$ cat src/rtl/regfile_wb_arbiter.sv
// Write-port arbiter for the single-write-port register file: shares the port between
// the WB stage and a buffered multi-cycle result, and keeps a pending-write scoreboard.
module regfile_wb_arbiter #(
  parameter int DATA_W     = 32,
  parameter int ADDR_W     = 5,
  parameter int STARVE_MAX = 4
) (
  input  logic                    clk_i,
  input  logic                    rst_i,
  input  logic                    pipe_we_i,
  input  logic [ADDR_W-1:0]       pipe_rd_i,
  input  logic [DATA_W-1:0]       pipe_data_i,
  input  logic                    mc_issue_i,
  input  logic [ADDR_W-1:0]       mc_issue_rd_i,
  input  logic                    mc_valid_i,
  input  logic [ADDR_W-1:0]       mc_rd_i,
  input  logic [DATA_W-1:0]       mc_data_i,
  output logic                    mc_ready_o,
  output logic                    rf_we_o,
  output logic [ADDR_W-1:0]       rf_rd_o,
  output logic [DATA_W-1:0]       rf_data_o,
  input  logic [ADDR_W-1:0]       dec_rs1_i,
  input  logic [ADDR_W-1:0]       dec_rs2_i,
  input  logic                    dec_we_i,
  input  logic [ADDR_W-1:0]       dec_rd_i,
  output logic                    stall_o,
  output logic [(1<<ADDR_W)-1:0]  busy_o
);

  localparam int NREG  = 1 << ADDR_W;
  localparam int CNT_W = $clog2(STARVE_MAX + 1);
  localparam logic [CNT_W-1:0] CNT_MAX = CNT_W'(STARVE_MAX);
  localparam logic [NREG-1:0]  NO_X0   = {{(NREG-1){1'b1}}, 1'b0};

  logic              buf_valid;
  logic [ADDR_W-1:0] buf_rd;
  logic [DATA_W-1:0] buf_data;
  logic [CNT_W-1:0]  starve_cnt;
  logic [NREG-1:0]   busy;

  logic            pipe_active;
  logic            drain;
  logic            accept;
  logic            starve;
  logic [NREG-1:0] set_mask;
  logic [NREG-1:0] clr_mask;

  assign pipe_active = pipe_we_i & (pipe_rd_i != '0);
  assign drain       = buf_valid & ~pipe_active;
  assign accept      = mc_valid_i & mc_ready_o;
  assign starve      = (starve_cnt == CNT_MAX);

  assign mc_ready_o = rst_i & ~buf_valid;
  assign busy_o     = busy;

  // A drained entry addressed to x0 is discarded rather than written.
  always_comb begin
    rf_we_o   = 1'b0;
    rf_rd_o   = '0;
    rf_data_o = '0;
    if (rst_i) begin
      if (pipe_active) begin
        rf_we_o   = 1'b1;
        rf_rd_o   = pipe_rd_i;
        rf_data_o = pipe_data_i;
      end else if (drain) begin
        rf_we_o   = (buf_rd != '0);
        rf_rd_o   = buf_rd;
        rf_data_o = buf_data;
      end
    end
  end

  always_comb begin
    set_mask = '0;
    clr_mask = '0;
    if (mc_issue_i) set_mask[mc_issue_rd_i] = 1'b1;
    if (drain)      clr_mask[buf_rd]        = 1'b1;
  end

  assign stall_o = rst_i & (busy[dec_rs1_i] | busy[dec_rs2_i] |
                            (dec_we_i & busy[dec_rd_i]) | starve);

  always_ff @(posedge clk_i or negedge rst_i) begin
    if (!rst_i) begin
      buf_valid  <= 1'b0;
      buf_rd     <= '0;
      buf_data   <= '0;
      starve_cnt <= '0;
      busy       <= '0;
    end else begin
      if (drain) begin
        buf_valid <= 1'b0;
      end else if (accept) begin
        buf_valid <= 1'b1;
        buf_rd    <= mc_rd_i;
        buf_data  <= mc_data_i;
      end

      if (!buf_valid || drain)
        starve_cnt <= '0;
      else if (!starve)
        starve_cnt <= starve_cnt + 1'b1;

      // Set is applied after clear so a same-cycle reissue keeps the register pending.
      busy <= ((busy & ~clr_mask) | set_mask) & NO_X0;
    end
  end

endmodule
$ cat config.mk
export PLATFORM = sky130hd
export DESIGN_NAME = regfile_wb_arbiter
export DESIGN_NICKNAME = d
export VERILOG_FILES = /design/src/rtl/regfile_wb_arbiter.sv
export SDC_FILE = /design/constraint.sdc
export NUM_CORES = 1
export LEC_CHECK = 0
export ABC_AREA = 1
export CAP_MARGIN = 25
export CORE_ASPECT_RATIO = 1.75
export CORE_MARGIN = 2
export CORE_UTILIZATION = 45
export DETAILED_ROUTE_END_ITERATION = 6
export GPL_TIMING_DRIVEN = 0
export PLACE_DENSITY = 0.82
export SETUP_SLACK_MARGIN = 0.02
export SLEW_MARGIN = 25
export SYNTH_ARGS = -nofsm -noshare
export SYNTH_HDL_FRONTEND = slang
export SYNTH_SLANG_ARGS = --single-unit
$ cat constraint.sdc
create_clock -name clk_i -period 1.9 [get_ports clk_i]
set_input_delay 0.38 -clock clk_i [delete_from_list [all_inputs] [get_ports clk_i]]
set_output_delay 0.38 -clock clk_i [all_outputs]
set_load 0.05 [all_outputs]
Word level (Yosys, flattened, before mapping) --
Index checks and enable logic that the tools add are counted.
Storage, ports and cells: register bits 72, latch bits 0, RAM bits 0, ROM bits 0, input bits 100, output and inout port bits 72, memories 0
Cells by class: add/sub/neg operators 1, $mul 0, divide/modulo/power cells 0, $lt $le $gt $ge 7, eq/ne operators 2, shift-type cells 0, mux-type cells 25, bitwise logic cells 15, reduce and logical (&&, ||, !) cells 8
Operators by type and width (number):
- $mux W32 | 5
- $and A32 B32 Y32 | 1
- $not A32 Y32 | 1
- $or A32 B32 Y32 | 1
- $lt A5 B6 Y1 const B | 5
- $bmux W1 S5 | 3
- $mux W5 | 3
- $demux W1 S5 | 2
- $ge A5 B1 Y1 const B | 2
- $mux W1 | 10
- $reduce_bool A5 Y1 | 2
- $and A1 B1 Y1 | 6
- $mux W3 | 2
- $add A3 B1 Y3 const B | 1
- $eq A3 B3 Y1 const B | 1
- $not A1 Y1 | 3
- $or A1 B1 Y1 | 3
- $logic_and A1 B1 Y1 | 2
- $ne A2 B1 Y1 const B | 1
- $reduce_and A2 Y1 | 1
- $reduce_bool A2 Y1 | 1
- $logic_not A1 Y1 | 1
- $logic_or A1 B1 Y1 | 1

Logic depth before layout (Yosys ltp) --
Gate-level depths: netlist of run 1.
depth in word-level cells 8, mapped depth 12

Worst setup path before layout of run 1 --
OpenSTA, ideal clock, no wires.
path kind register -> output, from reg busy[25], in the netlist busy_o[25], to out stall_o, arrival 1.940 ns, slack -0.420 ns, cell stages (with the launch flop) 11, path buffers 0, cell sequence dfrtp_1 > inv_1 > a21oi_1 > o21ai_0 > nand2_1 > nand2_1 > nand2_1 > nand3_1 > nand3_1 > nor2_1 > nor2_1
Between the ends: longest elaborated chain between the ends 6, elaborated cells on any way between the ends 11, those cells by class mux (6); bitwise (5)
Ends and longest elaborated chain:
- start: declaration | RTL line 39 | logic [NREG-1:0] busy;
- start signal: assignment | RTL line 106 | busy <= ((busy & ~clr_mask) | set_mask) & NO_X0;
- $bmux W1 S5, on equally long branches | RTL line 81, 82
- $mux W1, on equally long branches | RTL line 81, 82
- $or A1 B1 Y1 or $and A1 B1 Y1 (tied branches) | RTL line 81, 82
- $or A1 B1 Y1 * | RTL line 81 | assign stall_o = rst_i & (busy[dec_rs1_i] | busy[dec_rs2_i] |
- $or A1 B1 Y1 * | RTL line 82 | (dec_we_i & busy[dec_rd_i]) | starve);
- $and A1 B1 Y1 * | RTL line 81
- end: declaration | RTL line 26 | output logic stall_o,
Every way passes the cells marked *; elsewhere a longest branch is shown, timed or not. The select of a mux whose other input is x is not followed.

Worst setup path after layout of run 1 --
from reg buf_valid, to out rf_rd_o[4]
Between the ends: longest elaborated chain between the ends 4
Ends and longest elaborated chain:
- start: declaration | RTL line 35 | logic buf_valid;
- start signal: assignment | RTL line 86 | buf_valid <= 1'b0;
- start signal: assignment | RTL line 93 | buf_valid <= 1'b0;
- start signal: assignment | RTL line 95 | buf_valid <= 1'b1;
- $and A1 B1 Y1 | RTL line 49 | assign drain = buf_valid & ~pipe_active;
- $mux W5 | RTL line 66 | end else if (drain) begin
- $mux W5 | RTL line 62 | if (pipe_active) begin
- $mux W5 | RTL line 61 | if (rst_i) begin
- end: declaration | RTL line 20 | output logic [ADDR_W-1:0] rf_rd_o,
Every way passes these cells.

==> results of run 1 <==
metrics by stage:
step                      instance area, um^2  worst slack (ns)
after floorplan                          4870           -0.1380
after global placement                   6678            -3.939
after detailed placement                 6705            -1.558
after CTS                                7647           -0.2588
after global routing                     7900           -0.3774
final                                    7900           -0.3615
worst max-delay path, stage by stage (launching register included):
cell and delay (ns):
dfrtp_1 0.50, inv_2 0.11, nor2_8 0.29, buf_12 0.20, a22oi_2 0.12, nor2_2 0.12
buf_6 0.17
cell usage in the layout (no fill, tap or decap), types with 3 or more instances in the layout:
| cell | count |
|---|---|
| buf_4 | 39 |
| nand2_4 | 30 |
| nand3_1 | 77 |
| buf_8 | 17 |
| nand2_1 | 124 |
| clkbuf_4 | 6 |
| nor2_1 | 17 |
| dfrtp_2 | 8 |
| clkbuf_16 | 9 |
| buf_12 | 3 |
| nand3_2 | 5 |
| dlygate4sd2_1 | 34 |
| a21oi_4 | 34 |
| mux2_2 | 32 |
| buf_2 | 13 |
| clkbuf_1 | 4 |
| o21ai_1 | 18 |
| nand3_4 | 3 |
| o211ai_1 | 12 |
| o21ai_0 | 48 |
| a21oi_1 | 10 |
| inv_1 | 32 |
| nor2_4 | 3 |
| inv_2 | 23 |
| clkbuf_8 | 4 |
| buf_6 | 35 |
| nand2_2 | 15 |
| clkdlybuf4s50_1 | 83 |
| a21oi_2 | 5 |
| dfrtp_1 | 64 |
state kept, by name, summed over array words and instances (netlist names):
signal and cells:
buf_data 32, buf_rd 5, buf_valid 1, busy_o 31, starve_cnt 3
power groups by stage:
stage	Clock, W	Combinational [W]	Sequential, W
floorplan	0	0.00129	0.00293
global placement	0	0.00302	0.00230
detailed placement	0	0.00309	0.00231
CTS	0.00171	0.00333	0.00231
global route	0.00180	0.00386	0.00239
finish	0.00177	0.00368	0.00236
routing by layer:
metal,wire [um],track usage (%)
met5,0,0
met4,2346,32.85
met3,1886,9.827
met2,11530,70.39
met1,6857,36.23
kinds of logic after synthesis:
group	Yosys count	share of synthesized area, %
flops	72	40.30
compound gates	129	15.17
fa+ha+maj	2	0.5597
buf+inv	85	8.200
other cells	1	0.08388
mux	32	8.061
xor+xnor	2	0.3919
simple gates	280	27.23
what timing repair did:
action / in CTS / in global routing
pin swaps: 18 / 23
setup endpoints to repair: 71 / 42
resized for setup: 478 / 51
endpoints found under the hold margin: 25 / 0
buffers inserted: 20 / 14
hold buffers: 2 / 0
gates cloned: 6 / 0
layout make-up:
cell class                 count  area [um^2]
clock buffer                  14        264.0
multi-input combinational    446         3069
inverter                      57        219.0
fill                         573         1889
buffer                        28        274.0
clock inverter                 2        37.54
timing repair buffer         208         2068
tap                          125        156.4
sequential                    72         1812
final timing paths:
kind	from	endpoint	slack (ns)	cells after the start
max in group asynchronous	rst_i	busy_o[1]$_DFF_PN0_	1.23	3
worst min-delay path	rst_i	buf_rd[3]$_DFFE_PN0P_	0.08	2
worst max register to register	buf_valid$_DFFE_PN0P_	busy_o[2]$_DFF_PN0_	-0.22	6
worst min register to register	busy_o[11]$_DFF_PN0_	busy_o[11]$_DFF_PN0_	0.55	2
worst max-delay path	buf_valid$_DFFE_PN0P_	rf_rd_o[4]	-0.36	6
min in group clk_i	busy_o[11]$_DFF_PN0_	busy_o[11]$_DFF_PN0_	0.55	2
==> results.ini, run 1 <==
[run_status]
status = complete, but fails checks
violations = setup timing

[route]
viasPerCell = 6.113
num_vias = 5820
wire_per_inst_um = 23.76
drc = 0
initialDrtViolationCount = 634
first_pass_iters = 6
routed_wl_mm = 22.62
postRouteAntennaNets = 0

[clocking]
path_clk_slew_ns = 0.07
root_buffer = clkbuf_16
cts_tree = built
clk_path_buf_depth = 2
cts_made_buffers = 9
clock-sinks = 72
htreeDepth = 3
clock_latency_ns = 0.35

[critical_path]
worstPathArrival_ns = 1.88
crit_type = flip-flop to output port
critPathCaptureType = output port
cp_max_fo = 8
crit_required_ns = 1.52
start_kind = flip-flop

[global_routing]
grt_max_degree = 26
grt_overflow = 0
grt_first_pass_wirelength_mm = 31.64
grt_pass1_vias = 6013
grt_usage_pct = 39.29
antenna_found_initial = 0

[logic_synthesis]
synth_edf_count = 0
yosysTopAreaCell = dfrtp_1
synth_cell_types = 24
yosysMostFrequentCell = nand2_1
synth-seq-area-share_pct = 40.30
syn-num-nets = 705
synthTopCellsByCount = nand2_1 (168), nand3_1 (85), dfrtp_1 (72), inv_1 (53), o21ai_0 (50)
yosysWarnings = 0
synthFlopType = dfrtp_1
synth-seq-cells = 72
netlist_area_um2 = 4471
synth.area.top_cells = dfrtp_1 (40%), nand2_1 (14%), nand3_1 (9.5%)
syn_avg_cell_area_um2 = 7.414
async_flop_share_pct = 100.0
synth_top_area_share_pct = 40.30
syn_inst = 603

[finish]
num-nets-final = 924
final_util_pct = 80.70
antenna_cells = 0
fin_cells = 952
area_growth_syn_to_layout_pct = 76.71
drive_gt1_share_pct = 36.03

[timing]
fin_crit_sh_pct = 119.0
holdWs_ns = 0.07905
finClkSkew_ns = 0.01944
hold_viol = 0
maxSlewViolCount = 0
max_freq_mhz = 442.2
tns_ns = -12.39
tightestPinTransition_ns = 0.5933
setup_viol = 56
relSlewSlack_pct = 60.45
min_period_ns = 2.262
setup_slack_ns = -0.3615
rsz0062_at_grt = true

[pwr]
power.switching_w = 0.003472
p_sw_share_pct = 44.51
power_density_nw_per_um2 = 987.3
p_seq_share_pct = 30.2
intPower_w = 0.004328
ir_worst_vdd_mv = 0.6050
clockPowerShare_pct = 22.6
p_total_w = 0.007800
p_comb_share_pct = 47.1
leakagePower_nw = 3.599

[floorplan]
core_area_um2 = 9789
ios = 172
initial_core_util_pct = 45.67
die-area_um2 = 10780
die_y_um = 135.9
die_w_um = 79.35
rows = 48

[placed_design]
place_inst = 894
port_buffers = 165
gp_congestion = 0.9567
hpwlAfterDp_mm = 13.54

[flow_run]
maxCapViolCount = 0

[worst_hold_path]
hold_path_class = input pin to asynchronous set/reset pin

(Power assumes the default switching activity.)
==> inputs of run 2 (changes only) <==
CAP_MARGIN = default   (was 25)
==> results of run 2 <==
Final layout, timing and power as in run 1 (identical DEF).
==> inputs of run 3 (changes only) <==
SETUP_SLACK_MARGIN = 0.5   (was 0.02)
==> results.ini, run 3 <==
[run_status]
status = did not finish  ; was complete, but fails checks
haltStage = global routing (5_1_grt)
tool.error = [ERROR GRT-0232] Routing congestion too high. Check the congestion heatmap in the GUI.

[logic_synthesis]
synth-seq-cells = 72  ; unchanged
async_flop_share_pct = 100.0  ; unchanged
yosysTopAreaCell = dfrtp_1  ; unchanged
synth-seq-area-share_pct = 40.30  ; unchanged
yosysMostFrequentCell = nand2_1  ; unchanged
synth.area.top_cells = dfrtp_1 (40%), nand2_1 (14%), nand3_1 (9.5%)  ; unchanged
syn_inst = 603  ; unchanged
yosysWarnings = 0  ; unchanged
synth_top_area_share_pct = 40.30  ; unchanged
synthTopCellsByCount = nand2_1 (168), nand3_1 (85), dfrtp_1 (72), inv_1 (53), o21ai_0 (50)  ; unchanged
synth_cell_types = 24  ; unchanged
synth_edf_count = 0  ; unchanged
netlist_area_um2 = 4471  ; unchanged
synthFlopType = dfrtp_1  ; unchanged
syn-num-nets = 705  ; unchanged
syn_avg_cell_area_um2 = 7.414  ; unchanged

[floorplan]
rows = 48  ; unchanged
initial_core_util_pct = 45.67  ; unchanged
die_w_um = 79.35  ; unchanged
die_y_um = 135.9  ; unchanged
ios = 172  ; unchanged

[timing]
crit_endpoint = stall_o
worstEndpointType = top-level output

[clocking]
cts_made_buffers = 9  ; unchanged
htreeDepth = 3  ; unchanged
clock-sinks = 72  ; unchanged
clk_path_buf_depth = 2  ; unchanged
root_buffer = clkbuf_16  ; unchanged

[global_routing]
grt_overflow = 75
grt_usage_pct = 74.99
grt_max_degree = 27

[placed_design]
hpwlAfterDp_mm = 14.96  ; was 13.54 mm
port_buffers = 165  ; unchanged
gp_congestion = 0.8947  ; was 0.9567

-- run 3: cell families after synthesis --
kind of cell / Yosys count / synth area share [%]
buffers and inverters: 85 / 8.200
adder cells (fa/ha/maj): 2 / 0.5597
flip-flops: 72 / 40.30
XOR/XNOR: 2 / 0.3919
AND/OR/NAND/NOR: 280 / 27.23
multiplexers: 32 / 8.061
other: 1 / 0.08388
AO/OA/AOI/OAI: 129 / 15.17
-- run 3: metrics by stage --
step	worst slack (ns)	hold slack [ns]	instance area, um^2	cells
floorplan	0.07168	0.08441	5076	603
global placement	-3.852	0.4893	6884	893
detailed placement	-1.454	0.2826	6909	894
CTS	-0.2684	0.08156	8512	970
-- run 3: per-layer routing --
layer | track usage (%) | GRT overflow
met2 | 94.82 | 36
met4 | 80.75 | 39
met5 | 3.000 | 0
met1 | 74.38 | 0
met3 | 53.52 | 0
-- run 3: what timing repair did --
action / CTS
resized for setup: 712
endpoints found under the hold margin: 20
cloned: 12
setup endpoints to repair: 143
pin swaps: 54
hold buffers: 2
buffers inserted: 46
==> inputs of run 4 (changes only) <==
CORE_ASPECT_RATIO = default   (was 1.75)
CORE_UTILIZATION = 40   (was 45)
PLACE_DENSITY = default   (was 0.82)
PLACE_DENSITY_LB_ADDON = 0.15   (was default)
SETUP_SLACK_MARGIN = default   (was 0.5)
==> results.ini, run 4 (synthesis gave the netlist of run 1 again) <==
[run_status]
status = complete, but fails checks  ; was did not finish
violations = hold timing, setup timing

[route]
viasPerCell = 5.514
postRouteAntennaNets = 0
wire_per_inst_um = 18.84
routed_wl_mm = 18.37
first_pass_iters = 5
initialDrtViolationCount = 509
drc = 0
num_vias = 5376

[critical_path]
r2r_end = busy_o[15]$_DFF_PN0_
worstPathArrival_ns = 1.77
crit_path_end = stall_o
r2r_slack_ns = 0.16
cp_max_fo = 3
reg2reg_from = buf_valid$_DFFE_PN0P_
start_kind = flip-flop
critPathCaptureType = output port
worstRegToRegCells = 8
crit_required_ns = 1.52
crit_type = flip-flop to output port
cp-startpoint = busy_o[15]$_DFF_PN0_

[clocking]
cts_tree = built
path_clk_slew_ns = 0.08
cts_made_buffers = 9  ; unchanged
root_buffer = clkbuf_8  ; was clkbuf_16
clock-sinks = 72  ; unchanged
htreeDepth = 3  ; unchanged
clk_path_buf_depth = 2  ; unchanged
clock_latency_ns = 0.35

[global_routing]
grtUsageMet1_pct = 34.00
grt_first_pass_wirelength_mm = 26.14
grt_max_degree = 48
use_met2_pct = 48.46
use_met3_pct = 6.046
grt_usage_pct = 27.89
grt.busiest_layer = met2
grt_overflow = 0
antenna_found_initial = 1
grt_pass1_vias = 5313

[timing]
finClkSkew_ns = 0.01691
tightestPinTransition_ns = 0.5529
tns_ns = -5.193
fin_crit_sh_pct = 113.1
rsz0062_at_grt = true
setup_slack_ns = -0.2498
setup_viol = 38
maxSlewViolCount = 0
min_period_ns = 2.150
relSlewSlack_pct = 63.29
hold_viol = 25
holdWs_ns = -0.1417
max_freq_mhz = 465.2

[floorplan]
rows = 38  ; was 48
core_area_um2 = 10890
ios = 172  ; unchanged
die-area_um2 = 12040
die_w_um = 109.7  ; was 79.35 um
initial_core_util_pct = 41.06  ; was 45.67%
die_y_um = 109.7  ; was 135.9 um

[pwr]
power_density_nw_per_um2 = 910.2
leakagePower_nw = 3.644
ir_worst_vdd_mv = 0.5803
p_total_w = 0.007258

[finish]
largest_reg_flops = 32
fin_cells = 975
drive_gt1_share_pct = 38.37
num-nets-final = 931
area_growth_syn_to_layout_pct = 78.37
final_cell_area_um2 = 7974
regMostFlops = buf_data
mostFrequentLayoutCell = nand2_1
layout_common_cells = nand2_1 (116), clkdlybuf4s50_1 (83), nand3_1 (75)

[placed_design]
gp_congestion = 1.002  ; was 0.8947
hpwlAfterDp_mm = 12.34  ; was 14.96 mm
dpl-instance-area_um2 = 6724  ; was 6909 um^2
pre_cts_slack_ns = -1.289  ; was -1.454 ns
place_inst = 909  ; was 894
port_buffers = 165  ; unchanged

[worst_hold_path]
hold_path_class = input pin to asynchronous set/reset pin

[flow_run]
maxCapViolCount = 0

## run 4: critical path, cell delays in order (launching register included)
cell and delay, ns:
dfrtp_1 0.44, inv_2 0.10, nand2_1 0.05, nand3_1 0.07, nand3_1 0.08, nand3_1 0.08
nand2_1 0.07, nand2_1 0.07, nand3_2 0.09, nor2_4 0.15, nor2_4 0.04, buf_8 0.16
## run 4: metal layers
metal / routed length (um) / share of wire (%)
met1: 6887 / 37
met2: 9739 / 53
met3: 1285 / 7.0
met4: 453 / 2.5
met5: 0 / 0
## run 4: worst min path at each step
stage,cells past startpoint,start,slack [ns],to
6_report,1,rst_i,-0.14,buf_data[9]$_DFFE_PN0P_
5_1_grt,1,rst_i,-0.14,buf_data[9]$_DFFE_PN0P_
4_1_cts,1,rst_i,-0.12,buf_data[9]$_DFFE_PN0P_
3_5_place_dp,1,rst_i,0.32,buf_data[12]$_DFFE_PN0P_
3_3_place_gp,1,buf_data[1]$_DFFE_PN0P_,0.49,buf_data[1]$_DFFE_PN0P_
2_1_floorplan,0,rst_i,0.08,buf_data[0]$_DFFE_PN0P_
## run 4: layout make-up
cell class,count,area [um^2]
diodes,1,2.502
plain buffers,25,217.7
clock buffers,11,131.4
clock inverters,5,57.56
fillers,798,2914
inverters,57,219.0
multi-input cells,446,3129
flip-flops and latches,72,1813
well taps,140,175.2
repair buffers,218,2228
## run 4: report_power, final
group          switching, W  total, W  internal (W)
registers          0.000428   0.00235       0.00192
clock network      0.000597   0.00121      0.000609
logic               0.00229   0.00370       0.00141
## run 4: metrics by stage
stage | utilization, % | hold slack, ns
after floorplan | - | 0.08441
after global placement | 61.50 | 0.4883
after detailed placement | 61.76 | 0.3186
after CTS | 69.88 | -0.1184
after global routing | 73.24 | -0.1358
final | 73.24 | -0.1417
## run 4: repair_timing
action	CTS	global route
setup buffers	34	14
resized for setup	479	75
pin swaps	22	23
endpoints found under the setup margin	71	39
endpoints found under the hold margin	25	25
cloned	3	2
